==> src/rtl/cpu_ctrl_pkg.sv <==
// cpu_ctrl_pkg
// Shared definitions for the hardwired control unit of the single-bus datapath:
//   - sequencer state encoding (fetch T0-T2, execute T3-T6, unary U4-U5, halt, step wait)
//   - opcode class encoding produced by the instruction decoder
//   - opcode values and IR field bit positions
//   - the per-cycle control word registered by the sequencer
//   - helper functions classifying an opcode
package cpu_ctrl_pkg;

    localparam int OPC_FIELD_W   = 5;
    localparam int RADDR_FIELD_W = 4;

    // IR field positions, given as the MSB of each field (fields run downward)
    localparam int OPC_MSB = 31;
    localparam int RA_MSB  = 26;
    localparam int RB_MSB  = 22;
    localparam int RC_MSB  = 18;

    localparam logic [OPC_FIELD_W-1:0] OPC_ADD  = 5'b00011;
    localparam logic [OPC_FIELD_W-1:0] OPC_SUB  = 5'b00100;
    localparam logic [OPC_FIELD_W-1:0] OPC_AND  = 5'b00101;
    localparam logic [OPC_FIELD_W-1:0] OPC_OR   = 5'b00110;
    localparam logic [OPC_FIELD_W-1:0] OPC_SHR  = 5'b00111;
    localparam logic [OPC_FIELD_W-1:0] OPC_SHL  = 5'b01001;
    localparam logic [OPC_FIELD_W-1:0] OPC_ROR  = 5'b01010;
    localparam logic [OPC_FIELD_W-1:0] OPC_ROL  = 5'b01011;
    localparam logic [OPC_FIELD_W-1:0] OPC_MUL  = 5'b01111;
    localparam logic [OPC_FIELD_W-1:0] OPC_DIV  = 5'b10000;
    localparam logic [OPC_FIELD_W-1:0] OPC_NEG  = 5'b10001;
    localparam logic [OPC_FIELD_W-1:0] OPC_NOT  = 5'b10010;
    localparam logic [OPC_FIELD_W-1:0] OPC_HALT = 5'b11011;

    typedef enum logic [3:0] {
        IDLE,
        T0,
        T1,
        T2,
        T3,
        T4,
        T5,
        T6,
        U4,
        U5,
        HALTED,
        STEP_WAIT
    } state_t;

    typedef enum logic [2:0] {
        CLS_3OP,
        CLS_MULDIV,
        CLS_UNARY,
        CLS_HALT,
        CLS_ILLEGAL
    } opc_class_t;

    // One bit per single-wire control output; addresses and opcode travel separately
    typedef struct packed {
        logic pcSelect;
        logic zLoSelect;
        logic zHiSelect;
        logic mdrSelect;
        logic pcEnable;
        logic pcIncrementEnable;
        logic irEnable;
        logic yEnable;
        logic zEnable;
        logic marEnable;
        logic mdrEnable;
        logic read;
        logic hiEnable;
        logic loEnable;
        logic rfOutEn;
        logic rfWriteEn;
        logic halted;
        logic instrDone;
    } ctrl_t;

    function automatic logic is_3op(input logic [OPC_FIELD_W-1:0] opc);
        case (opc)
            OPC_ADD, OPC_SUB, OPC_AND, OPC_OR,
            OPC_SHR, OPC_SHL, OPC_ROR, OPC_ROL: return 1'b1;
            default:                            return 1'b0;
        endcase
    endfunction

    function automatic logic is_muldiv(input logic [OPC_FIELD_W-1:0] opc);
        return (opc == OPC_MUL) || (opc == OPC_DIV);
    endfunction

    function automatic logic is_unary(input logic [OPC_FIELD_W-1:0] opc);
        return (opc == OPC_NEG) || (opc == OPC_NOT);
    endfunction

endpackage

==> src/rtl/instr_decoder.sv <==
// instr_decoder
// Purely combinational split of the instruction register into its opcode class
// and operand fields. The sequencer latches these outputs on entry to decode.
// Ports:
//   irData_i    in   32        current IR contents
//   opc_o       out  OPC_W     opcode field
//   ra_o        out  RADDR_W   ra field (destination)
//   rb_o        out  RADDR_W   rb field
//   rc_o        out  RADDR_W   rc field
//   opcClass_o  out  class     3-operand / mul-div / unary / halt / illegal
module instr_decoder
    import cpu_ctrl_pkg::*;
#(
    parameter int OPC_W   = OPC_FIELD_W,
    parameter int RADDR_W = RADDR_FIELD_W
) (
    input  logic [31:0]        irData_i,
    output logic [OPC_W-1:0]   opc_o,
    output logic [RADDR_W-1:0] ra_o,
    output logic [RADDR_W-1:0] rb_o,
    output logic [RADDR_W-1:0] rc_o,
    output opc_class_t         opcClass_o
);

    logic [OPC_FIELD_W-1:0] opcField;
    logic                   unusedLowBits;

    assign opc_o         = irData_i[OPC_MSB -: OPC_W];
    assign ra_o          = irData_i[RA_MSB -: RADDR_W];
    assign rb_o          = irData_i[RB_MSB -: RADDR_W];
    assign rc_o          = irData_i[RC_MSB -: RADDR_W];
    assign opcField      = irData_i[OPC_MSB -: OPC_FIELD_W];
    assign unusedLowBits = ^irData_i[RC_MSB-RADDR_W:0];

    // Classify the opcode; anything not recognised is treated as illegal,
    // which the sequencer handles identically to HALT.
    always_comb begin
        if (is_3op(opcField)) begin
            opcClass_o = CLS_3OP;
        end else if (is_muldiv(opcField)) begin
            opcClass_o = CLS_MULDIV;
        end else if (is_unary(opcField)) begin
            opcClass_o = CLS_UNARY;
        end else if (opcField == OPC_HALT) begin
            opcClass_o = CLS_HALT;
        end else begin
            opcClass_o = CLS_ILLEGAL;
        end
    end

endmodule

==> src/rtl/alu_instr_sequencer.sv <==
// alu_instr_sequencer
// Hardwired control unit for the single-bus datapath. Runs fetch (T0-T2),
// decode (T3) and execute (T4-T6, or U4-U5 for unary ops) of register-to-register
// ALU instructions and drives every enable/select/opcode line of the datapath.
// All outputs are registered: each is the decode of the state being entered,
// so they are stable for the whole cycle spent in that state.
// Optional build macro: SINGLE_STEP_EN adds input 'step'; after each completed
// instruction the sequencer parks in STEP_WAIT until step=1 (with run=1).
// Ports:
//   clk, reset (async, active-high), run, mem_ready, ir_in[31:0], [step]
//   bus selects:   PC_select, Z_LO_select, Z_HI_select, MDR_select, rf_out_en
//   loads/memory:  PC_enable, PC_increment_enable, IR_enable, Y_enable, Z_enable,
//                  MAR_enable, MDR_enable, read, HI_enable, LO_enable, rf_write_en
//   fields:        rf_out_addr, rf_write_addr, alu_instruction
//   status:        halted (sticky), instr_done (pulse in final execute state)
module alu_instr_sequencer
    import cpu_ctrl_pkg::*;
#(
    parameter int OPC_W              = OPC_FIELD_W,
    parameter int RADDR_W            = RADDR_FIELD_W,
    parameter int RESUME_IDLE_CYCLES = 1
) (
    input  logic               clk,
    input  logic               reset,
`ifdef SINGLE_STEP_EN
    input  logic               step,
`endif
    input  logic               run,
    input  logic               mem_ready,
    input  logic [31:0]        ir_in,
    output logic               PC_select,
    output logic               Z_LO_select,
    output logic               Z_HI_select,
    output logic               MDR_select,
    output logic               PC_enable,
    output logic               PC_increment_enable,
    output logic               IR_enable,
    output logic               Y_enable,
    output logic               Z_enable,
    output logic               MAR_enable,
    output logic               MDR_enable,
    output logic               read,
    output logic               HI_enable,
    output logic               LO_enable,
    output logic               rf_out_en,
    output logic [RADDR_W-1:0] rf_out_addr,
    output logic               rf_write_en,
    output logic [RADDR_W-1:0] rf_write_addr,
    output logic [OPC_W-1:0]   alu_instruction,
    output logic               halted,
    output logic               instr_done
);

    localparam int IDLE_CNT_W = (RESUME_IDLE_CYCLES > 1) ? $clog2(RESUME_IDLE_CYCLES) : 1;
    localparam logic [IDLE_CNT_W-1:0] IDLE_LAST =
        (RESUME_IDLE_CYCLES > 1) ? IDLE_CNT_W'(RESUME_IDLE_CYCLES - 1) : '0;

    state_t                 state_q, stateD;
    logic [IDLE_CNT_W-1:0]  idleCnt_q, idleCntD;
    ctrl_t                  ctrl_q, ctrlD;
    logic [RADDR_W-1:0]     rfOutAddr_q, rfOutAddrD;
    logic [RADDR_W-1:0]     rfWriteAddr_q, rfWriteAddrD;
    logic [OPC_W-1:0]       aluInstr_q, aluInstrD;

    logic [OPC_W-1:0]       opc_q;
    logic [RADDR_W-1:0]     ra_q, rb_q, rc_q;
    opc_class_t             cls_q;

    logic [OPC_W-1:0]       decOpc;
    logic [RADDR_W-1:0]     decRa, decRb, decRc;
    opc_class_t             decCls;
    state_t                 afterDone;

    instr_decoder #(
        .OPC_W   (OPC_W),
        .RADDR_W (RADDR_W)
    ) u_decoder (
        .irData_i   (ir_in),
        .opc_o      (decOpc),
        .ra_o       (decRa),
        .rb_o       (decRb),
        .rc_o       (decRc),
        .opcClass_o (decCls)
    );

    // Where to go once an instruction has signalled instr_done. With single-step
    // builds every instruction parks in STEP_WAIT; otherwise run decides.
    always_comb begin
`ifdef SINGLE_STEP_EN
        afterDone = STEP_WAIT;
`else
        afterDone = run ? T0 : IDLE;
`endif
    end

    // Next-state logic. IDLE waits RESUME_IDLE_CYCLES cycles of run=1 before
    // fetching; T1 holds until memory data is valid; T3 branches on opcode class.
    always_comb begin
        stateD   = state_q;
        idleCntD = '0;
        case (state_q)
            IDLE: begin
                if (run) begin
                    if (idleCnt_q == IDLE_LAST) begin
                        stateD = T0;
                    end else begin
                        idleCntD = idleCnt_q + IDLE_CNT_W'(1);
                    end
                end
            end
            T0: stateD = T1;
            T1: stateD = mem_ready ? T2 : T1;
            T2: stateD = T3;
            T3: begin
                case (cls_q)
                    CLS_3OP, CLS_MULDIV: stateD = T4;
                    CLS_UNARY:           stateD = U4;
                    default:             stateD = HALTED;
                endcase
            end
            T4: stateD = T5;
            T5: stateD = (cls_q == CLS_MULDIV) ? T6 : afterDone;
            T6: stateD = afterDone;
            U4: stateD = U5;
            U5: stateD = afterDone;
            HALTED: stateD = HALTED;
            STEP_WAIT: begin
`ifdef SINGLE_STEP_EN
                if (!run) begin
                    stateD = IDLE;
                end else if (step) begin
                    stateD = T0;
                end
`else
                stateD = IDLE;
`endif
            end
            default: stateD = IDLE;
        endcase
    end

    // Output decode of the state being entered. Entering T3 is the edge on
    // which the IR fields get latched, so T3 reads the decoder directly while
    // later execute states read the latched copies. PC_enable in T1 only fires
    // on the cycle coming from T0, so a stalled fetch increments the PC once.
    always_comb begin
        ctrlD        = '0;
        rfOutAddrD   = '0;
        rfWriteAddrD = '0;
        aluInstrD    = '0;
        case (stateD)
            T0: begin
                ctrlD.pcSelect          = 1'b1;
                ctrlD.marEnable         = 1'b1;
                ctrlD.pcIncrementEnable = 1'b1;
                ctrlD.zEnable           = 1'b1;
            end
            T1: begin
                ctrlD.zLoSelect = 1'b1;
                ctrlD.pcEnable  = (state_q == T0);
                ctrlD.read      = 1'b1;
                ctrlD.mdrEnable = 1'b1;
            end
            T2: begin
                ctrlD.mdrSelect = 1'b1;
                ctrlD.irEnable  = 1'b1;
            end
            T3: begin
                if (decCls == CLS_3OP) begin
                    ctrlD.rfOutEn = 1'b1;
                    ctrlD.yEnable = 1'b1;
                    rfOutAddrD    = decRb;
                end else if (decCls == CLS_MULDIV) begin
                    ctrlD.rfOutEn = 1'b1;
                    ctrlD.yEnable = 1'b1;
                    rfOutAddrD    = decRa;
                end
            end
            T4: begin
                ctrlD.rfOutEn = 1'b1;
                ctrlD.zEnable = 1'b1;
                rfOutAddrD    = (cls_q == CLS_MULDIV) ? rb_q : rc_q;
                aluInstrD     = opc_q;
            end
            T5: begin
                ctrlD.zLoSelect = 1'b1;
                if (cls_q == CLS_MULDIV) begin
                    ctrlD.loEnable = 1'b1;
                end else begin
                    ctrlD.rfWriteEn = 1'b1;
                    ctrlD.instrDone = 1'b1;
                    rfWriteAddrD    = ra_q;
                end
            end
            T6: begin
                ctrlD.zHiSelect = 1'b1;
                ctrlD.hiEnable  = 1'b1;
                ctrlD.instrDone = 1'b1;
            end
            U4: begin
                ctrlD.rfOutEn = 1'b1;
                ctrlD.zEnable = 1'b1;
                rfOutAddrD    = rb_q;
                aluInstrD     = opc_q;
            end
            U5: begin
                ctrlD.zLoSelect = 1'b1;
                ctrlD.rfWriteEn = 1'b1;
                ctrlD.instrDone = 1'b1;
                rfWriteAddrD    = ra_q;
            end
            HALTED: begin
                ctrlD.halted = 1'b1;
            end
            default: begin
                ctrlD = '0;
            end
        endcase
    end

    // State, latched instruction fields and registered outputs. Reset is
    // asynchronous so a stalled memory read is dropped immediately.
    always_ff @(posedge clk or posedge reset) begin
        if (reset) begin
            state_q       <= IDLE;
            idleCnt_q     <= '0;
            ctrl_q        <= '0;
            rfOutAddr_q   <= '0;
            rfWriteAddr_q <= '0;
            aluInstr_q    <= '0;
            opc_q         <= '0;
            ra_q          <= '0;
            rb_q          <= '0;
            rc_q          <= '0;
            cls_q         <= CLS_3OP;
        end else begin
            state_q       <= stateD;
            idleCnt_q     <= idleCntD;
            ctrl_q        <= ctrlD;
            rfOutAddr_q   <= rfOutAddrD;
            rfWriteAddr_q <= rfWriteAddrD;
            aluInstr_q    <= aluInstrD;
            if (stateD == T3) begin
                opc_q <= decOpc;
                ra_q  <= decRa;
                rb_q  <= decRb;
                rc_q  <= decRc;
                cls_q <= decCls;
            end
        end
    end

    assign PC_select           = ctrl_q.pcSelect;
    assign Z_LO_select         = ctrl_q.zLoSelect;
    assign Z_HI_select         = ctrl_q.zHiSelect;
    assign MDR_select          = ctrl_q.mdrSelect;
    assign PC_enable           = ctrl_q.pcEnable;
    assign PC_increment_enable = ctrl_q.pcIncrementEnable;
    assign IR_enable           = ctrl_q.irEnable;
    assign Y_enable            = ctrl_q.yEnable;
    assign Z_enable            = ctrl_q.zEnable;
    assign MAR_enable          = ctrl_q.marEnable;
    assign MDR_enable          = ctrl_q.mdrEnable;
    assign read                = ctrl_q.read;
    assign HI_enable           = ctrl_q.hiEnable;
    assign LO_enable           = ctrl_q.loEnable;
    assign rf_out_en           = ctrl_q.rfOutEn;
    assign rf_write_en         = ctrl_q.rfWriteEn;
    assign halted              = ctrl_q.halted;
    assign instr_done          = ctrl_q.instrDone;
    assign rf_out_addr         = rfOutAddr_q;
    assign rf_write_addr       = rfWriteAddr_q;
    assign alu_instruction     = aluInstr_q;

endmodule

==> config.mk <==
export PLATFORM = sky130hd
export DESIGN_NAME = alu_instr_sequencer
export DESIGN_NICKNAME = d
export VERILOG_FILES = /design/src/rtl/cpu_ctrl_pkg.sv /design/src/rtl/instr_decoder.sv /design/src/rtl/alu_instr_sequencer.sv
export SDC_FILE = /design/constraint.sdc
export NUM_CORES = 1
export LEC_CHECK = 0
export ABC_AREA = 0
export CORE_UTILIZATION = 44
export DETAILED_ROUTE_END_ITERATION = 8
export GPL_TIMING_DRIVEN = 0
export MAX_ROUTING_LAYER = met4
export PLACE_DENSITY_LB_ADDON = 0.3
export SLEW_MARGIN = 40
export SYNTH_ARGS = -nofsm -noshare
export SYNTH_HDL_FRONTEND = slang
export SYNTH_SLANG_ARGS = --single-unit
==> constraint.sdc <==
create_clock -name clk -period 2.35 [get_ports clk]
set_clock_uncertainty 0.05 [all_clocks]
set_input_delay 0.3525 -clock clk [delete_from_list [all_inputs] [get_ports clk]]
set_output_delay 0.3525 -clock clk [all_outputs]
set_load 0.02 [all_outputs]
**Word level (Yosys, flattened, before mapping)**

Memories as Yosys holds them, arrays and structs flattened.
Cells that the tools add are included.

- $add $sub $neg: 1
- Multiply operators: 0
- Divide/modulo/power cells: 0
- Magnitude comparators: 0
- Equal/unequal tests: 28
- Shift operators: 0
- Multiplexer cells: 39
- Bitwise operators: 0
- Reduce and logical (&&, ||, !) cells: 11

Operators by type and width:

| cell | count |
|---|---|
| 4-bit one-hot mux with 10 select lines | 1 |
| 4-bit by 3-bit equality test with 1-bit output (second input constant) | 8 |
| 4-bit equality test (second input constant) | 6 |
| 4-bit two-way mux | 6 |
| 5-bit equality test (second input constant) | 4 |
| 1-bit two-way mux | 19 |
| 4-bit by 2-bit equality test with 1-bit output (second input constant) | 4 |
| 4-bit one-hot mux with 2 select lines | 2 |
| 3-bit two-way mux | 5 |
| 4-bit one-hot mux with 3 select lines | 1 |
| 4-bit by 1-bit equality test with 1-bit output (second input constant) | 2 |
| 2-bit OR reduction | 4 |
| 3-bit by 1-bit equality test with 1-bit output (second input constant) | 2 |
| 3-bit logical NOT | 2 |
| 1-bit one-hot mux with 2 select lines | 3 |
| 3-bit OR reduction | 2 |
| 5-bit by 4-bit equality test with 1-bit output (second input constant) | 1 |
| 5-bit two-way mux | 1 |
| 4-bit logical NOT | 1 |
| 3-bit by 2-bit equality test with 1-bit output (second input constant) | 1 |
| 1-bit logical OR | 2 |
| 2-bit two-way mux | 1 |
| 1-bit adder (second input constant) | 1 |

- Register bits after elaboration: 52
- Latch bits: 0
- Memory bits (writable): 0
- Memory bits (read-only): 16
- Input port bits: 36
- Output and inout bits: 31
- Word-level logic and storage cells: 104
- Memories: 1

Memories:

| memory | words | width | read ports | clocked after memory_dff | wr ports | RTL line | RTL |
|---|---|---|---|---|---|---|---|
| (no name shown) | 16 | 1 | 1 | 0 | 0 | cpu_ctrl_pkg.sv:79 | `case (opc)` |

**Logic depth before layout (Yosys ltp)**

Gate-level depths: netlist of run 1.

- Word-level depth: 9
- Depth in mapped cells: 7
- Depth with buffers taken out: 6

**By module**

Synthesis of run 1 repeated with hierarchy kept, for this count alone.

- Cells, all modules: 202
- Area, all modules: 2356.0 um2

By module, submodules not included:

| module | instances | cells each | area an instance (um2) | sequential area each (um2) |
|---|---|---|---|---|
| alu_instr_sequencer | 1 | 168 | 2120.8 | 1251.2 |
| instr_decoder | 1 | 34 | 235.2 | 0.0 |

**Least setup slack after synthesis of run 1**

OpenSTA, ideal clock, no wires.

- Path type: flip-flop to flip-flop
- Start: reg cls_q[2]
- End: reg ctrl_q, in the netlist Z_enable
- Setup time: 0.131 ns
- Arrival: 1.668 ns
- Required time: 2.169 ns
- Slack: 0.501 ns
- Cell stages (with the launch flop): 6
- Path buffers: 0
- Period minus slack after synthesis: 1.849 ns
- Path through: dfrtp_1 > nor4b_4 > a31oi_1 > o221a_2 > and3_4 > or3_1

RTL lines:

| item | RTL line | RTL |
|---|---|---|
| from (decl) | alu_instr_sequencer.sv:67 | `opc_class_t cls_q;` |
| from (signal assigned) | alu_instr_sequencer.sv:248 | `cls_q <= decCls;` |
| to (signal assigned) | alu_instr_sequencer.sv:239 | `ctrl_q <= ctrlD;` |
| to (decl) | alu_instr_sequencer.sv:60 | `ctrl_t ctrl_q, ctrlD;` |

**Worst setup path in the final report of run 1**

- Start: reg state_q[2]
- End: reg rfOutAddr_q[0] (netlist: rf_out_addr[0])

- Longest elaborated chain between the ends: 5
- Elaborated cells on any way between the ends: 19
- Those cells by class: eq/ne (13); mux (4); reduce/logical (2)

Ends and longest elaborated chain:

| item | RTL line | RTL |
|---|---|---|
| from (decl) | alu_instr_sequencer.sv:58 | `state_t state_q, stateD;` |
| from (signal assigned) | alu_instr_sequencer.sv:237 | `state_q <= stateD;` |
| 4-bit equality test (tied with other cells) | alu_instr_sequencer.sv:101 | `case (state_q)` |
| 2-bit OR reduction (no line) / 4-bit two-way mux (equally long branches) | -- |  |
| 4-bit one-hot mux with 10 select lines (*) | alu_instr_sequencer.sv:101 |  |
| 4-bit equality test / 4-bit by 3-bit equality test with 1-bit output (equally long branches) | alu_instr_sequencer.sv:151 | `case (stateD)` |
| 4-bit one-hot mux with 3 select lines (*) | alu_instr_sequencer.sv:151 |  |
| net rfOutAddrD[0] | alu_instr_sequencer.sv:61 | `logic [RADDR_W-1:0] rfOutAddr_q, rfOutAddrD;` |
| to (signal assigned) | alu_instr_sequencer.sv:240 | `rfOutAddr_q <= rfOutAddrD;` |
| to (decl) | alu_instr_sequencer.sv:61 |  |

Mark *: on every way through the listed nets, which the timed path passes. The rest lies on a longest branch.
A chain may end at the register's enable or synchronous reset.

==> run summary, run 1 <==
The flow ran to the end, and the final reports show no timing, DRC or antenna violations. Across the run, the number of max-cap violations was 0. After clock tree synthesis, the setup repair step added 0 buffers. The synthesized design spends more area on one cell type than any other, namely sky130_fd_sc_hd__dfrtp_1.

The DRC violation total after the first TritonRoute iteration is 94. First-pass GRT wire length: 8280 um. The number of setup violations in the final report was 0. Detailed routing inserted a total of 1894 vias. The congestion estimate from routability-driven global placement came to 0.839. For the number of hold-slack violations in the final timing report, the log shows 0. Commonest non-fill, non-tap cell in the layout: sky130_fd_sc_hd__nand2_1. The library cells used most frequently in the layout, excluding fill and tap cells, are sky130_fd_sc_hd__nand2_1 (61), sky130_fd_sc_hd__dfrtp_1 (50), sky130_fd_sc_hd__clkdlybuf4s50_1 (49). IR analysis of the VDD net gives a maximum drop of 0.428 mV. The clock reaches the later pin of the worst-skew pair after 310 ps. In this run the worst path has a maximum fanout of 10. The routed wirelength normalized by instance count is 13.9 um.

The largest incremental delay on the critical path came out at 470 ps. Cell with the biggest individual delay on the critical path: sky130_fd_sc_hd__dfrtp_1. The smallest clock period supported by the final layout is computed as 2060 ps.

The final-layout setup total negative slack was 0 ps; the core outline area was 5070 um^2. Share of the synthesized area in the top cell type: 0.540. Pin placement for this block handled 67 I/O pins. After detailed placement, the total cell area comes to 2920 um^2. Traced cell by cell, the critical path runs through clkbuf_1 > nand3_1 > a21boi_1 > a21oi_2 > and3_4 > a221o_1. Final layout net count: 334.

Once the clock tree was built, the resizer swapped 0 gates to a different size. TritonCTS built the clock tree. The launching element of the worst setup path was state_q[2]$_DFF_PP0_. The die is 74.6 um wide.

The run gives 50 as the clock net sink count. The total congestion overflow after global routing came out at 0. Sorting the synthesized cells by area gives the leading types as sky130_fd_sc_hd__dfrtp_1 (54%), sky130_fd_sc_hd__nand2_1 (9.9%), sky130_fd_sc_hd__nor2b_1 (2.7%). The portion of the clock cycle consumed by the worst path in the final layout is 0.877, and the number of levels in the clock H-tree is 2.

The die covers 5560 um^2. Number of cells produced by synthesis: 241. The worst-case hold slack came out at 266 ps. The number of antenna diodes in the final layout is 0.

The layout overhead on the synthesized area came out at 29.8%. The vertical die dimension came out at 74.6 um. STA classifies the critical path endpoint as a flip-flop. Using the TritonRoute via totals, the vias-per-cell ratio works out to 5.13.

The worst path buffer plus inverter count is 1, and the hold buffer count at cts is 0. The initial antenna violation count is 0. The number of nets in the synthesized netlist is 277. Once layout is done, the placed cells without fillers occupy 3010 um^2. In this run, CTS created clock tree buffers numbering 5. The number of global-route vias before repair came out at 1758. Clock input transition at the sequential cells of the worst setup and hold paths: 90 ps. The startpoint identified for the worst register-to-register timing path is state_q[2]$_DFF_PP0_. Row generation in the floorplan step produced 26 rows.

The logs give 3470 uW for the overall power of the completed layout and 5120 um for the total routed wirelength. During synthesis, Yosys emitted a total of 0 warnings. The tools report the post-detailed-placement half-perimeter wirelength as 3690 um.

The share of final-layout standard cells stronger than drive strength 1 is 0.0970, and the remaining number of nets flagged by the antenna check after routing is 0. The power density relative to cell area was 1160 nW/um^2. The number of detailed-route iterations in the first pass came out at 4. The synthesized area per cell was 9.61 um^2.

In this run, placement finished with an instance count of 361. The area used by sequential logic in the layout is 1250 um^2. The required time of the critical path was 2490 ps; the unique cell type count in the Yosys netlist was 41.

STA classifies the critical path startpoint as a flip-flop. The overall global routing resource usage was 0.208. In this run the tool buffered the top-level ports with 49 buffer cells. For the pin with the worst max-slew slack, the measured transition is 609 ps.

For the worst-case headroom to the max-slew limit, the log shows 0.592. Among cell families on the critical path, the largest total delay comes from compound AO/OA/AOI/OAI gates. After synthesis the netlist holds a flip-flop and latch count of 50. The number of pins with negative max-slew slack in the final report came out at 0. The class of the most critical hold timing path is in -> async. The logs give 0.456 for the starting density of the core and 2320 um^2 for the netlist area before placement. Setup repair after global routing left no endpoint under its margin. The logs give 952 um^2 for the multi-input gate area in the final layout and 0.00139 uW for the leakage component of the power. The critical path start-end classification was reg -> reg. The final cell count without fillers was 369; the count of unresolved DRC violations after routing was 0.

Root buffer selected by CTS: sky130_fd_sc_hd__clkbuf_8. In this run the deepest clock path goes through 2 buffers. STA puts the critical path data arrival time at 2200 ps. For the fraction of the yosys area taken by sequential cells, the log shows 0.540. Timing would allow up to 0.485 GHz. Fill cells in the final layout number 465. For the largest net degree at the start of global routing, the log shows 35.
registers in the layout, indices dropped and copies added (netlist names), 3 cells and up:
register	flops
rc_q	4
ra_q	4
rb_q	4
rf_write_addr	4
alu_instruction	5
rf_out_addr	4
cls_q	3
state_q	4
opc_q	5
cell usage after synthesis (all sizes together):
library cell  instances
nand2                61
a32oi                 1
and2                  5
a21boi                1
nand4b                2
and3                  6
buf                   9
a221o                 4
nand2b                9
nor2b                10
or2                   1
a211oi                1
xor2                  2
a21oi                11
mux2i                 1
nor2                 11
or3b                  2
a31oi                 4
dfrtp                50
inv                   5
clkbuf                9
nand3                 6
o21ai                 8
or3                   2
o2bb2a                1
and4bb                1
o221a                 1
o21a                  3
nor4b                 1
nand3b                1
nor3                  3
o31ai                 2
nor3b                 2
a22o                  5
layout make-up:
cell class              instances  area share
flip-flops and latches         50       0.416
inverters                       5     0.00707
well taps                      70      0.0291
clock inverters                 3     0.00707
repair buffers                 50       0.170
clock buffers                   5      0.0229
multi-input cells             168       0.317
plain buffers                  18      0.0312
per-layer routing:
layer / wire [um] / part of all wire / GRT usage
met5: 0 / 0 / -
met4: 52 / 0.010 / 0.0713
met3: 258 / 0.050 / 0.0461
met2: 2410 / 0.47 / 0.317
met1: 2410 / 0.47 / 0.274
worst paths after layout:
check                                              to  slack, ps  depth (start not counted)
min                        rf_write_addr[3]$_DFF_PP0_        270                          2
min in group clk                 opc_q[2]$_DFFE_PP0N_        340                          3
max in group asynchronous        cls_q[1]$_DFFE_PP0N_       1550                          3
max                          rf_out_addr[0]$_DFF_PP0_        290                          6
max reg2reg                  rf_out_addr[0]$_DFF_PP0_        290                          6
min reg2reg                       ra_q[1]$_DFFE_PP0N_        420                          2
through the flow:
stage / utilization / worst slack, ps
floorplan: - / 501
global placement: 0.570 / -187
detailed placement: 0.575 / 13.4
CTS: 0.592 / 310
global route: 0.592 / 139
finish: 0.592 / 290
power by group:
group	switching [uW]	internal, uW
logic	910	698
registers	189	1170
clock network	295	210
cells by family after synthesis:
family          after synthesis  synth area share
compound gates               42             0.131
xor+xnor                      2           0.00756
buf+inv                      23            0.0486
flops                        50             0.540
mux                           1           0.00432
simple gates                123             0.268
No activity file was read; power rests on OpenSTA's default activity.
==> inputs of run 2 (changes only) <==
--- a/config.mk
+++ b/config.mk
@@ -6,7 +6,7 @@
 export NUM_CORES = 1
 export LEC_CHECK = 0
 export ABC_AREA = 0
-export CORE_UTILIZATION = 44
+export CORE_UTILIZATION = 47
 export DETAILED_ROUTE_END_ITERATION = 8
 export GPL_TIMING_DRIVEN = 0
 export MAX_ROUTING_LAYER = met4
==> run 2 against run 1 <==
Net effect: non-clock buffer count unchanged; final area up 0.37%; critical path type unchanged; largest power group unchanged; count of clock-buffer cells in the layout up 2; first-iteration DRC count up 8.5%; sequential share of layout area down 0.16 points; utilization up 4.6 points; sequential power about the same; critical endpoint unchanged; setup slack worse by 20 ps.
==> run summary, run 2 (synthesized netlist as in run 1, its figures left out) <==
Traced cell by cell, the critical path runs through clkbuf_1 > nand3_1 > a21boi_1 > a21oi_2 > and3_4 > a221o_1. The fill cell instance count of the final layout came out at 391 (-16%). The setup fix buffers added after clock tree synthesis is 0 (unchanged), and the core outline area is 4720 um^2 (-6.9%).

The largest incremental delay on the critical path works out to 470 ps (about the same). The run gives 1704 (-3.1%) as the number of global-route vias before repair. For the count of unresolved DRC violations after routing, the log shows 0 (unchanged). Setup repair after global routing left no endpoint under its margin. The critical path is of the reg -> reg type. For the remaining number of nets flagged by the antenna check after routing, the log shows 0 (unchanged).

The final weighted congestion in routability-driven placement is 0.878 (+4.7%). The layout overhead on the synthesized area is 30.3%, and the placement row count is 25 (-3.8%). The total of max-cap violations was 0 (unchanged); the post-route core utilization was 0.639 (+0.0465). The minimum period implied by the final worst setup slack is 2080 ps (+19.9 ps), and the share of final-layout standard cells stronger than drive strength 1 is 0.0970 (unchanged). The top achievable clock speed was 0.481 GHz (-0.96%); the full die area was 5210 um^2 (-6.2%).

The logs give 0 (unchanged) for the hold buffer count at cts and 0 (unchanged) for the number of setup violations in the final report. The required time of the critical path was 2480 ps (about the same); the largest fanout of any net on the critical path was 10 (unchanged). The final cell count without fillers came out at 366 (-0.81%).

The multi-input gate area in the final layout is 952 um^2 (unchanged), and the number of top-level pins is 67 (unchanged). The total congestion overflow after global routing was 0 (unchanged). The initial antenna violation count came out at 0 (unchanged).

The placement-stage worst setup slack came out at 60.7 ps (+47.3 ps). The number of pins with negative max-slew slack in the final report came out at 0 (unchanged). The path class of the tightest hold or removal check is in -> async.

The post-detailed-route via-to-cell ratio was 5.16 (+0.45%). The data arrival at the endpoint of the critical path is 2210 ps (about the same), and the routed wirelength normalized by instance count is 13.3 um (-4.3%). The clock input transition at the sequential cells of the worst setup and hold paths is 90 ps (about the same), and the portion of the clock cycle consumed by the worst path in the final layout is 0.885 (+0.00846). The largest net degree at the start of global routing is 27 (-23%), and the worst path buffer plus inverter count is 1 (unchanged).

The post-detailed-placement half-perimeter wirelength is 3670 um (-0.74%), and the starting density of the core is 0.490 (+0.0340). The commonest non-fill, non-tap cell in the layout was sky130_fd_sc_hd__nand2_1. The number of detailed-route iterations in the first pass was 4 (unchanged). Grouping stages by cell kind, the critical path spends the most delay in compound AO/OA/AOI/OAI gates. The overall global routing resource usage is 0.216 (+0.00801), and the horizontal extent of the die is 72.2 um (-3.2%). The vertical die dimension came out at 72.2 um (-3.2%). The tools report the cell count after placement as 358 (-0.83%). The number of resized instances in the post-cts repair step is 0 (unchanged), and the area used by sequential logic in the layout is 1250 um^2 (unchanged). For the worst supply voltage drop on vdd, the log shows 0.486 mV (+14%). The logs give 0 (unchanged) for the number of hold-slack violations in the final timing report and 0.00140 uW (+0.74%) for the leakage component of the power. The tools report the worst-case headroom to the max-slew limit as 0.593 (+0.00141).

The clock net sink count is 50 (unchanged). The power density relative to cell area is 1160 nW/um^2 (+0.68%). The run gives 0 (unchanged) as the antenna diode count. The worst setup path is captured at a flip-flop. On the critical path, the stage with the largest delay is an instance of sky130_fd_sc_hd__dfrtp_1.

The worst-case clock buffer depth is 2 (unchanged). The flow ran to the end, and the final reports show no timing, DRC or antenna violations. The first-pass GRT wire length was 8270 um (about the same). For the via total after detailed routing, the log shows 1887 (-0.37%).

The tools report the sort of element at the start of the critical path as a flip-flop. The total routed wirelength was 4860 um (-5.1%); the worst-case hold slack was 311 ps (+45.7 ps). The final layout net count was 334 (unchanged); the slew of the pin with the lowest slew margin was 607 ps (-2.10 ps). The quantity of I/O buffers inserted on ports was 49 (unchanged); the clock network latency to the later pin of the worst-skew pair was 300 ps (about the same).

The number of levels in the clock H-tree came out at 2 (unchanged). The tools report the root buffer selected by CTS as sky130_fd_sc_hd__clkbuf_8. The DRC violation total after the first TritonRoute iteration is 102 (+8.5%).

The top cell types in the final layout, fill and taps aside, are sky130_fd_sc_hd__nand2_1 (61), sky130_fd_sc_hd__dfrtp_1 (50), sky130_fd_sc_hd__clkdlybuf4s50_1 (49). TritonCTS built the clock tree. The final worst-path setup slack was 270 ps (-19.9 ps); the number of buffers created by CTS was 5 (unchanged).
-- run 2: path summary, 6_finish.rpt --
check,endpoint,depth (start not counted),slack (ps),startpoint
worst min-delay path,rc_q[1]$_DFFE_PP0N_,2,310,reset
min in group clk,opc_q[1]$_DFFE_PP0N_,3,340,ir_in[28]
max in group asynchronous,state_q[2]$_DFF_PP0_,3,1510,reset
worst max-delay path,rf_out_addr[0]$_DFF_PP0_,6,270,state_q[2]$_DFF_PP0_
worst min register to register,opc_q[1]$_DFFE_PP0N_,2,430,opc_q[1]$_DFFE_PP0N_
worst max register to register,rf_out_addr[0]$_DFF_PP0_,6,270,state_q[2]$_DFF_PP0_
-- run 2: final cells by class --
| class | instances | share of cell area |
|---|---|---|
| Buffer | 18 | 0.0311 |
| Clock buffer | 7 | 0.0319 |
| Clock inverter | 1 | 0.00290 |
| Inverter | 5 | 0.00705 |
| Multi-Input combinational cell | 168 | 0.316 |
| Sequential cell | 50 | 0.415 |
| Tap cell | 67 | 0.0278 |
| Timing Repair Buffer | 50 | 0.169 |
-- run 2: routing by layer --
metal / vias to the layer above / wire (um) / part of all wire / global-route usage
met5: - / 0 / 0 / -
met4: 0 / 63 / 0.013 / 0.0871
met3: 6 / 198 / 0.041 / 0.0333
met2: 54 / 2380 / 0.49 / 0.335
met1: 907 / 2220 / 0.46 / 0.286
li1: 920 / - / - / -
-- run 2: worst reg2reg max path: cells and delay by family (launching register included) --
family,cells,cell delay [ps]
buf+inv,1,410
compound gates,3,670
flops,1,470
simple gates,2,350
-- run 2: through the flow --
stage | area (um^2) | setup TNS [ps] | total power, uW
global route | 3020 | 0 | 3780
floorplan | 2320 | 0 | 2410
CTS | 3020 | 0 | 3530
global placement | 2890 | -6520 | 2920
finish | 3020 | 0 | 3510
detailed placement | 2910 | 0 | 2980
-- run 2: where the power goes --
| group | switching, uW | internal (uW) |
|---|---|---|
| clock network | 274 | 270 |
| logic | 901 | 698 |
| registers | 196 | 1170 |
| total | 1370 | 2140 |
